`src/rtl/dec_scan_seq_pkg.sv`:
```
// Shared types and constants for the decoder scan sequencer.
// Used by dec_scan_seq and dec_next_addr.
package dec_pkg;

  typedef enum logic [1:0] {
    ST_IDLE = 2'd0,
    ST_SCAN = 2'd1,
    ST_DONE = 2'd2
  } dec_state_e;

  localparam int DEC_ADDR_W    = 3;
  localparam int DEC_LINES     = 8;
  localparam int DEC_DWELL_DEF = 4;

  // Lowest index whose mask bit is clear; returns 0 when every line is masked.
  function automatic logic [DEC_ADDR_W-1:0] dec_first_free(input logic [DEC_LINES-1:0] m);
    logic [DEC_ADDR_W-1:0] idx;
    idx = {DEC_ADDR_W{1'b0}};
    for (int i = DEC_LINES - 1; i >= 0; i--) begin
      idx = m[i] ? idx : DEC_ADDR_W'(i);
    end
    return idx;
  endfunction

endpackage

```
`src/rtl/dec_scan_seq_next_addr.sv`:
```
// Combinational next-code finder for masked scans: nearest higher unmasked
// index, or the lowest unmasked index with wrap set when none is higher.
module dec_next_addr
  import dec_pkg::*;
(
  input  logic [DEC_ADDR_W-1:0] addr,
  input  logic [DEC_LINES-1:0]  mask,
  output logic [DEC_ADDR_W-1:0] next_addr,
  output logic                  wrap
);

  logic [DEC_ADDR_W-1:0] higher_s;
  logic                  found_s;

  // Descending search so the last hit is the lowest index above addr.
  always_comb begin
    higher_s = {DEC_ADDR_W{1'b0}};
    found_s  = 1'b0;
    for (int i = DEC_LINES - 1; i >= 0; i--) begin
      if ((i > int'(addr)) && !mask[i]) begin
        higher_s = DEC_ADDR_W'(i);
        found_s  = 1'b1;
      end else begin
        higher_s = higher_s;
        found_s  = found_s;
      end
    end
  end

  assign wrap      = ~found_s;
  assign next_addr = found_s ? higher_s : dec_first_free(mask);

endmodule

```
`src/rtl/dec_scan_seq.sv`:
```
// Scan sequencer driving the X/Y/Z/E inputs of a 3-to-8 decoder.
// Optional skip mask enabled by defining DEC_SKIP_MASK_EN.
module dec_scan_seq
  import dec_pkg::*;
#(
  parameter int DWELL = DEC_DWELL_DEF
) (
  input  logic clk,
  input  logic rst,
  input  logic start,
  input  logic stop,
  input  logic mode,
  output logic X,
  output logic Y,
  output logic Z,
  output logic E,
  output logic busy,
  output logic done
`ifdef DEC_SKIP_MASK_EN
  ,
  input  logic [DEC_LINES-1:0] mask
`endif
);

  localparam int              CNT_W    = (DWELL > 1) ? $clog2(DWELL) : 1;
  localparam logic [CNT_W-1:0] CNT_LAST = CNT_W'(DWELL - 1);

  dec_state_e            state_r, state_s;
  logic [DEC_ADDR_W-1:0] addr_r, addr_s;
  logic [CNT_W-1:0]      cnt_r, cnt_s;
  logic                  mode_r, mode_s;
  logic [DEC_ADDR_W-1:0] next_addr_s;
  logic                  wrap_s;
  logic [DEC_ADDR_W-1:0] first_s;
  logic                  none_free_s;

`ifdef DEC_SKIP_MASK_EN
  logic [DEC_LINES-1:0]  mask_r, mask_s;

  dec_next_addr u_next_addr (
    .addr      (addr_r),
    .mask      (mask_r),
    .next_addr (next_addr_s),
    .wrap      (wrap_s)
  );

  // First code and the all-masked case are judged on the live mask at start.
  assign first_s     = dec_first_free(mask);
  assign none_free_s = &mask;
`else
  assign next_addr_s = addr_r + DEC_ADDR_W'(1);
  assign wrap_s      = (addr_r == DEC_ADDR_W'(DEC_LINES - 1));
  assign first_s     = {DEC_ADDR_W{1'b0}};
  assign none_free_s = 1'b0;
`endif

  // Next-state, address and dwell-counter logic.
  always_comb begin
    state_s = state_r;
    addr_s  = addr_r;
    cnt_s   = cnt_r;
    mode_s  = mode_r;
`ifdef DEC_SKIP_MASK_EN
    mask_s  = mask_r;
`endif
    case (state_r)
      ST_IDLE: begin
        if (start && !stop) begin
          mode_s = mode;
`ifdef DEC_SKIP_MASK_EN
          mask_s = mask;
`endif
          cnt_s  = {CNT_W{1'b0}};
          if (none_free_s) begin
            state_s = ST_DONE;
            addr_s  = {DEC_ADDR_W{1'b0}};
          end else begin
            state_s = ST_SCAN;
            addr_s  = first_s;
          end
        end else begin
          state_s = ST_IDLE;
        end
      end
      ST_SCAN: begin
        if (stop) begin
          state_s = ST_IDLE;
          addr_s  = {DEC_ADDR_W{1'b0}};
          cnt_s   = {CNT_W{1'b0}};
        end else if (cnt_r == CNT_LAST) begin
          cnt_s = {CNT_W{1'b0}};
          if (wrap_s && !mode_r) begin
            state_s = ST_DONE;
            addr_s  = {DEC_ADDR_W{1'b0}};
          end else begin
            addr_s = next_addr_s;
          end
        end else begin
          cnt_s = cnt_r + CNT_W'(1);
        end
      end
      ST_DONE: begin
        state_s = ST_IDLE;
        addr_s  = {DEC_ADDR_W{1'b0}};
        cnt_s   = {CNT_W{1'b0}};
      end
      default: begin
        state_s = ST_IDLE;
        addr_s  = {DEC_ADDR_W{1'b0}};
        cnt_s   = {CNT_W{1'b0}};
      end
    endcase
  end

  // State registers and registered outputs derived from the next state.
  always_ff @(posedge clk) begin
    if (rst) begin
      state_r   <= ST_IDLE;
      addr_r    <= {DEC_ADDR_W{1'b0}};
      cnt_r     <= {CNT_W{1'b0}};
      mode_r    <= 1'b0;
`ifdef DEC_SKIP_MASK_EN
      mask_r    <= {DEC_LINES{1'b0}};
`endif
      {X, Y, Z} <= 3'b000;
      E         <= 1'b0;
      busy      <= 1'b0;
      done      <= 1'b0;
    end else begin
      state_r   <= state_s;
      addr_r    <= addr_s;
      cnt_r     <= cnt_s;
      mode_r    <= mode_s;
`ifdef DEC_SKIP_MASK_EN
      mask_r    <= mask_s;
`endif
      {X, Y, Z} <= (state_s == ST_SCAN) ? addr_s : 3'b000;
      E         <= (state_s == ST_SCAN);
      busy      <= (state_s == ST_SCAN);
      done      <= (state_s == ST_DONE);
    end
  end

endmodule

```
`config.mk`:
```
export PLATFORM = sky130hd
export DESIGN_NAME = dec_scan_seq
export DESIGN_NICKNAME = d
export VERILOG_FILES = /design/src/rtl/dec_scan_seq_pkg.sv /design/src/rtl/dec_scan_seq_next_addr.sv /design/src/rtl/dec_scan_seq.sv
export SDC_FILE = /design/constraint.sdc
export NUM_CORES = 1
export LEC_CHECK = 0
export CORE_MARGIN = 2
export CORE_UTILIZATION = 35
export CTS_BUF_LIST = sky130_fd_sc_hd__clkbuf_16
export DETAILED_ROUTE_END_ITERATION = 8
export HOLD_SLACK_MARGIN = 0.15
export SLEW_MARGIN = 20
export SYNTH_ARGS = -nofsm -noshare
export SYNTH_HDL_FRONTEND = slang
export SYNTH_SLANG_ARGS = --single-unit
export TNS_END_PERCENT = 30
```
`constraint.sdc`:
```
create_clock -name clk -period 2.1 [get_ports clk]
set_input_delay 0.42 -clock clk [delete_from_list [all_inputs] [get_ports clk]]
set_output_delay 0.42 -clock clk [all_outputs]
set_load 0.02 [all_outputs]
```
## Word level (Yosys, flattened, before mapping)

Index checks and enable logic that the tools add are counted.

- $add $sub $neg: 2
- Equal/unequal tests: 6
- Multiplexer cells: 14
- Bitwise logic cells: 1
- Reduce and logical (&&, ||, !) cells: 7

Operators by type and width:

| operator | count |
|---|---|
| 2-bit two-way mux | 6 |
| 3-bit two-way mux | 4 |
| 2-bit one-hot mux with 2 select lines | 2 |
| 3-bit one-hot mux with 2 select lines | 1 |
| 2-bit by 1-bit == test with 1-bit output (second input constant) | 2 |
| 2-bit == test (second input constant) | 2 |
| 3-bit by 1-bit adder with 3-bit output (second input constant) | 1 |
| 3-bit == test (second input constant) | 1 |
| 2-bit by 1-bit adder with 2-bit output (second input constant) | 1 |
| 1-bit logical AND | 2 |
| 1-bit logical NOT | 2 |
| 2-bit logical NOT | 1 |
| 2-bit != test (second input constant) | 1 |
| 2-bit AND reduction | 1 |
| 2-bit OR reduction | 1 |
| 1-bit two-way mux | 1 |
| 1-bit inverter | 1 |

- Bits in registers: 13
- Bits of input ports: 5
- Output and inout port bits: 6

## Logic depth before layout (Yosys ltp)

- Depth after elaboration: 9
- Mapped depth: 5

## Least setup slack after synthesis

OpenSTA, ideal clock, no wires.

- Path type: reg2reg
- From: register cnt_r[0]
- To: register Z
- Library setup time: 0.073 ns
- Arrival time: 1.417 ns
- Required time: 2.027 ns
- Setup slack: 0.610 ns
- Stages on the path, launching flop included: 6
- Buffers on the path: 1
- Cells stage by stage: dfxtp_1 ha_1 clkbuf_1 and3b_1 or3_4 nor3_2

- Word-level cells in the longest chain between the ends: 7

Ends and longest elaborated chain:

| item | line | RTL |
|---|---|---|
| start, declared | dec_scan_seq.sv:30 | `logic [CNT_W-1:0] cnt_r, cnt_s;` |
| start signal, assigned | dec_scan_seq.sv:120 | `cnt_r <= {CNT_W{1'b0}};` |
| start signal, assigned | dec_scan_seq.sv:132 | `cnt_r <= cnt_s;` |
| 2-bit == test * | dec_scan_seq.sv:90 | `end else if (cnt_r == CNT_LAST) begin` |
| 2-bit two-way mux | dec_scan_seq.sv:90 |  |
| 2-bit two-way mux | dec_scan_seq.sv:86 | `if (stop) begin` |
| 2-bit one-hot mux with 2 select lines | dec_scan_seq.sv:66 | `case (state_r)` |
| 2-bit by 1-bit == test with 1-bit output | dec_scan_seq.sv:137 | `{X, Y, Z} <= (state_s == ST_SCAN) ? addr_s : 3'b000;` |
| 1-bit inverter (no source line) | n/a |  |
| 2-bit OR reduction (no source line) | n/a |  |
| end signal, assigned | dec_scan_seq.sv:137 |  |
| end, declared | dec_scan_seq.sv:15 | `output logic Z,` |

Mark *: on every way between the ends. The rest lies on a longest branch, timed or not.
A chain may end at the register's enable or synchronous reset.

## Worst setup path in the final report

- From: input stop
- To: register Z

- Word-level cells in the longest chain between the ends: 7

Ends and longest elaborated chain:

| item | line | RTL |
|---|---|---|
| start, declared | dec_scan_seq.sv:11 | `input logic stop,` |
| 1-bit logical NOT | dec_scan_seq.sv:68 | `if (start && !stop) begin` |
| 1-bit logical AND | dec_scan_seq.sv:68 |  |
| 1-bit two-way mux | dec_scan_seq.sv:68 |  |
| 2-bit one-hot mux with 2 select lines | dec_scan_seq.sv:66 |  |
| 2-bit by 1-bit == test with 1-bit output | dec_scan_seq.sv:137 |  |
| 1-bit inverter (no source line) | n/a |  |
| 2-bit OR reduction (no source line) | n/a |  |

Parallel ways exist; a longest one is shown, timed or not.

==> results.cfg <==
[status]
status = complete, no violations

[pwr]
p_clk_share_pct = 54.3
p_seq_share_pct = 39.8
switching_share_pct = 18.5
vdd_ir_drop_max_mv = 0.504
power_density_nw_per_um2 = 826
switchingPower_mw = 0.119
leakage_nw = 0.293
total_power_mw = 0.640
p_int_mw = 0.521
combPwrFrac_pct = 5.9

[clocking]
cts_inserted_buffers = 3
cts.path.max_buffers = 2
clkTransAtPathRegs_ns = 0.04
hold_buffers = 0
clk_latency_ns = 0.24
cts_setup_buffers = 0
cts.sinks = 13
cts_tree = done
clock-root-buffer = clkbuf_16
htree_num_levels = 1
cts_resized = 0

[yosys]
ys_top_cells_by_area = dfxtp_1 (44%), ha_1 (6.4%), nor2_1 (4.5%)
yosysMostFrequentCell = dfxtp_1
synth_common_cells = dfxtp_1 (13), nor2_1 (7), a21oi_1 (4)
ys_warn_count = 0
ys_types = 27
synth_ff_type = dfxtp_1
synth_top_cell_area_share_pct = 44.3
syn_area_um2 = 587
synthCells = 60
synth_area_leader_cell = dfxtp_1
synth-edff-count = 0
yosysSeqAreaShare_pct = 44.3
avgSynthCellArea_um2 = 9.78
ys_ff_latch = 13
syn_nets = 68
async_flop_share_pct = 0

[route]
ant_nets = 0
vias_per_cell = 5.47
drt_pass1_iterations = 4
vias = 481
wirelength_um = 1120
drt_iter0_markers = 9
post_drt_wl_per_cell_um = 12.8
drcViolationCount = 0

[critical_path]
crit_path_max_fanout = 6
endpoint_kind = flip-flop
startpoint = stop
cp_data_arrival_time_ns = 1.79
r2r_cells = 5
reg2reg_to = Z
cp_data_required_time_ns = 2.27
r2r_setup_slack_ns = 0.52
r2r-start = addr_r[0]
crit_end = Z
startpoint_type = primary input
crit_type = in -> reg

[final_layout]
diodes = 0
areaGrowthSynthToFinish_pct = 32.0
nNetsFinal = 81
drive_above_1_share_pct = 13.9
fillerInstances = 144

[global_route]
globalRouteTotalUtil_pct = 13.6
grt_overflow_total = 0
grt_pass1_wl_um = 1900
grt_max_degree = 11
grt_pass1_vias = 446
antenna_found_initial = 0

[timing]
tightest_slew_ns = 0.479
fin_crit_ns = 1.62
slew_headroom_pct = 67.9
rsz0062_at_grt = no
max_freq_mhz = 617
finalCritPeriodShare_pct = 77.2
fin_setup_tns_ns = 0
finalMaxSlewViolations = 0
finalHoldViolations = 0
skew_ns = 0.00146
finalSetupViolations = 0

[floorplan]
core-area_um2 = 1540
die_h_um = 44.9
fp.dieArea_um2 = 2020
die_w_um = 44.9
io-pin-count = 11
start_util_pct = 38.1
rows = 14

[placed_design]
port_buffers = 10
place_congestion = 0.706
hpwl_um = 814

[job]
cap_violations = 0

[min_path]
min_path_type = reg -> reg
[layout by cell type, fill, tap and decap left out, types with 2 or more instances in the layout]
cell             synthesis  final
a211oi_1                 2      2
nor3b_1                  3      3
nand3_1                  2      2
ha_1                     3      3
nand2b_1                 3      3
clkdlybuf4s50_1          0     10
buf_4                    1      2
nand2_1                  2      2
or3_1                    2      2
dfxtp_1                 13     13
clkbuf_16                0      3
a21oi_1                  4      4
a32oi_1                  2      2
nor2_1                   7      7
[flip-flops by register name (all words and copies together), names as in the netlist]
register  count
Z             1
Y             1
addr_r        3
X             1
mode_r        1
done          1
cnt_r         2
state_r       2
busy          1
[power by group through the flow]
| stage | combinational, mW | clock [mW] | sequential [mW] |
|---|---|---|---|
| 2_1_floorplan | 0.0220 | 0 | 0.258 |
| 3_3_place_gp | 0.0375 | 0 | 0.259 |
| 3_5_place_dp | 0.0375 | 0 | 0.259 |
| 4_1_cts | 0.0377 | 0.355 | 0.254 |
| 5_1_grt | 0.0417 | 0.374 | 0.254 |
| 6_report | 0.0377 | 0.347 | 0.255 |
[layer usage]
metal	vias up	global-route usage (%)	wire length, um
li1	242	-	-
met1	228	16.5	545
met2	9	20.3	518
met3	2	6.00	50
met4	0	7.06	9
met5	-	0	0
[metrics by stage]
stage	hold WS (ns)	std cells	cell area [um^2]	utilization, %	setup WS, ns
2_1_floorplan	0.444	60	587	-	0.610
3_3_place_gp	0.473	84	696	45.1	0.239
3_5_place_dp	0.471	84	696	45.1	0.231
4_1_cts	0.483	88	774	50.2	0.477
5_1_grt	0.503	88	774	50.2	0.388
6_report	0.479	88	774	50.2	0.479
[worst max-delay path, stage by stage]
cell and delay (ns):
clkdlybuf4s50_1 0.42, or3b_4 0.43, or3_4 0.36, nor3_2 0.16
[worst min path at each step]
stage | endpoint | cells past startpoint | from
5_1_grt | cnt_r[0] | 2 | cnt_r[0]
3_3_place_gp | cnt_r[0] | 2 | cnt_r[0]
2_1_floorplan | mode_r | 2 | mode_r
4_1_cts | mode_r | 2 | mode_r
3_5_place_dp | mode_r | 2 | mode_r
6_report | cnt_r[0] | 2 | cnt_r[0]
[logic make-up after synthesis]
logic type               after synthesis  synth area share (%)
adder cells (fa/ha/maj)                3                  6.40
AO/OA/AOI/OAI                         13                  15.1
flip-flops                            13                  44.3
AND/OR/NAND/NOR                       26                  27.7
multiplexers                           1                  1.92
buffers and inverters                  4                  4.48
[final cells by class]
class	count	area, um^2	area share [%]
Timing Repair Buffer	12	115	14.9
Sequential cell	13	260	33.6
Clock inverter	1	3.75	0.485
Multi-Input combinational cell	43	300	38.8
Tap cell	16	20.0	2.58
Clock buffer	3	75.1	9.69
No activity file was read; power rests on OpenSTA's default activity.
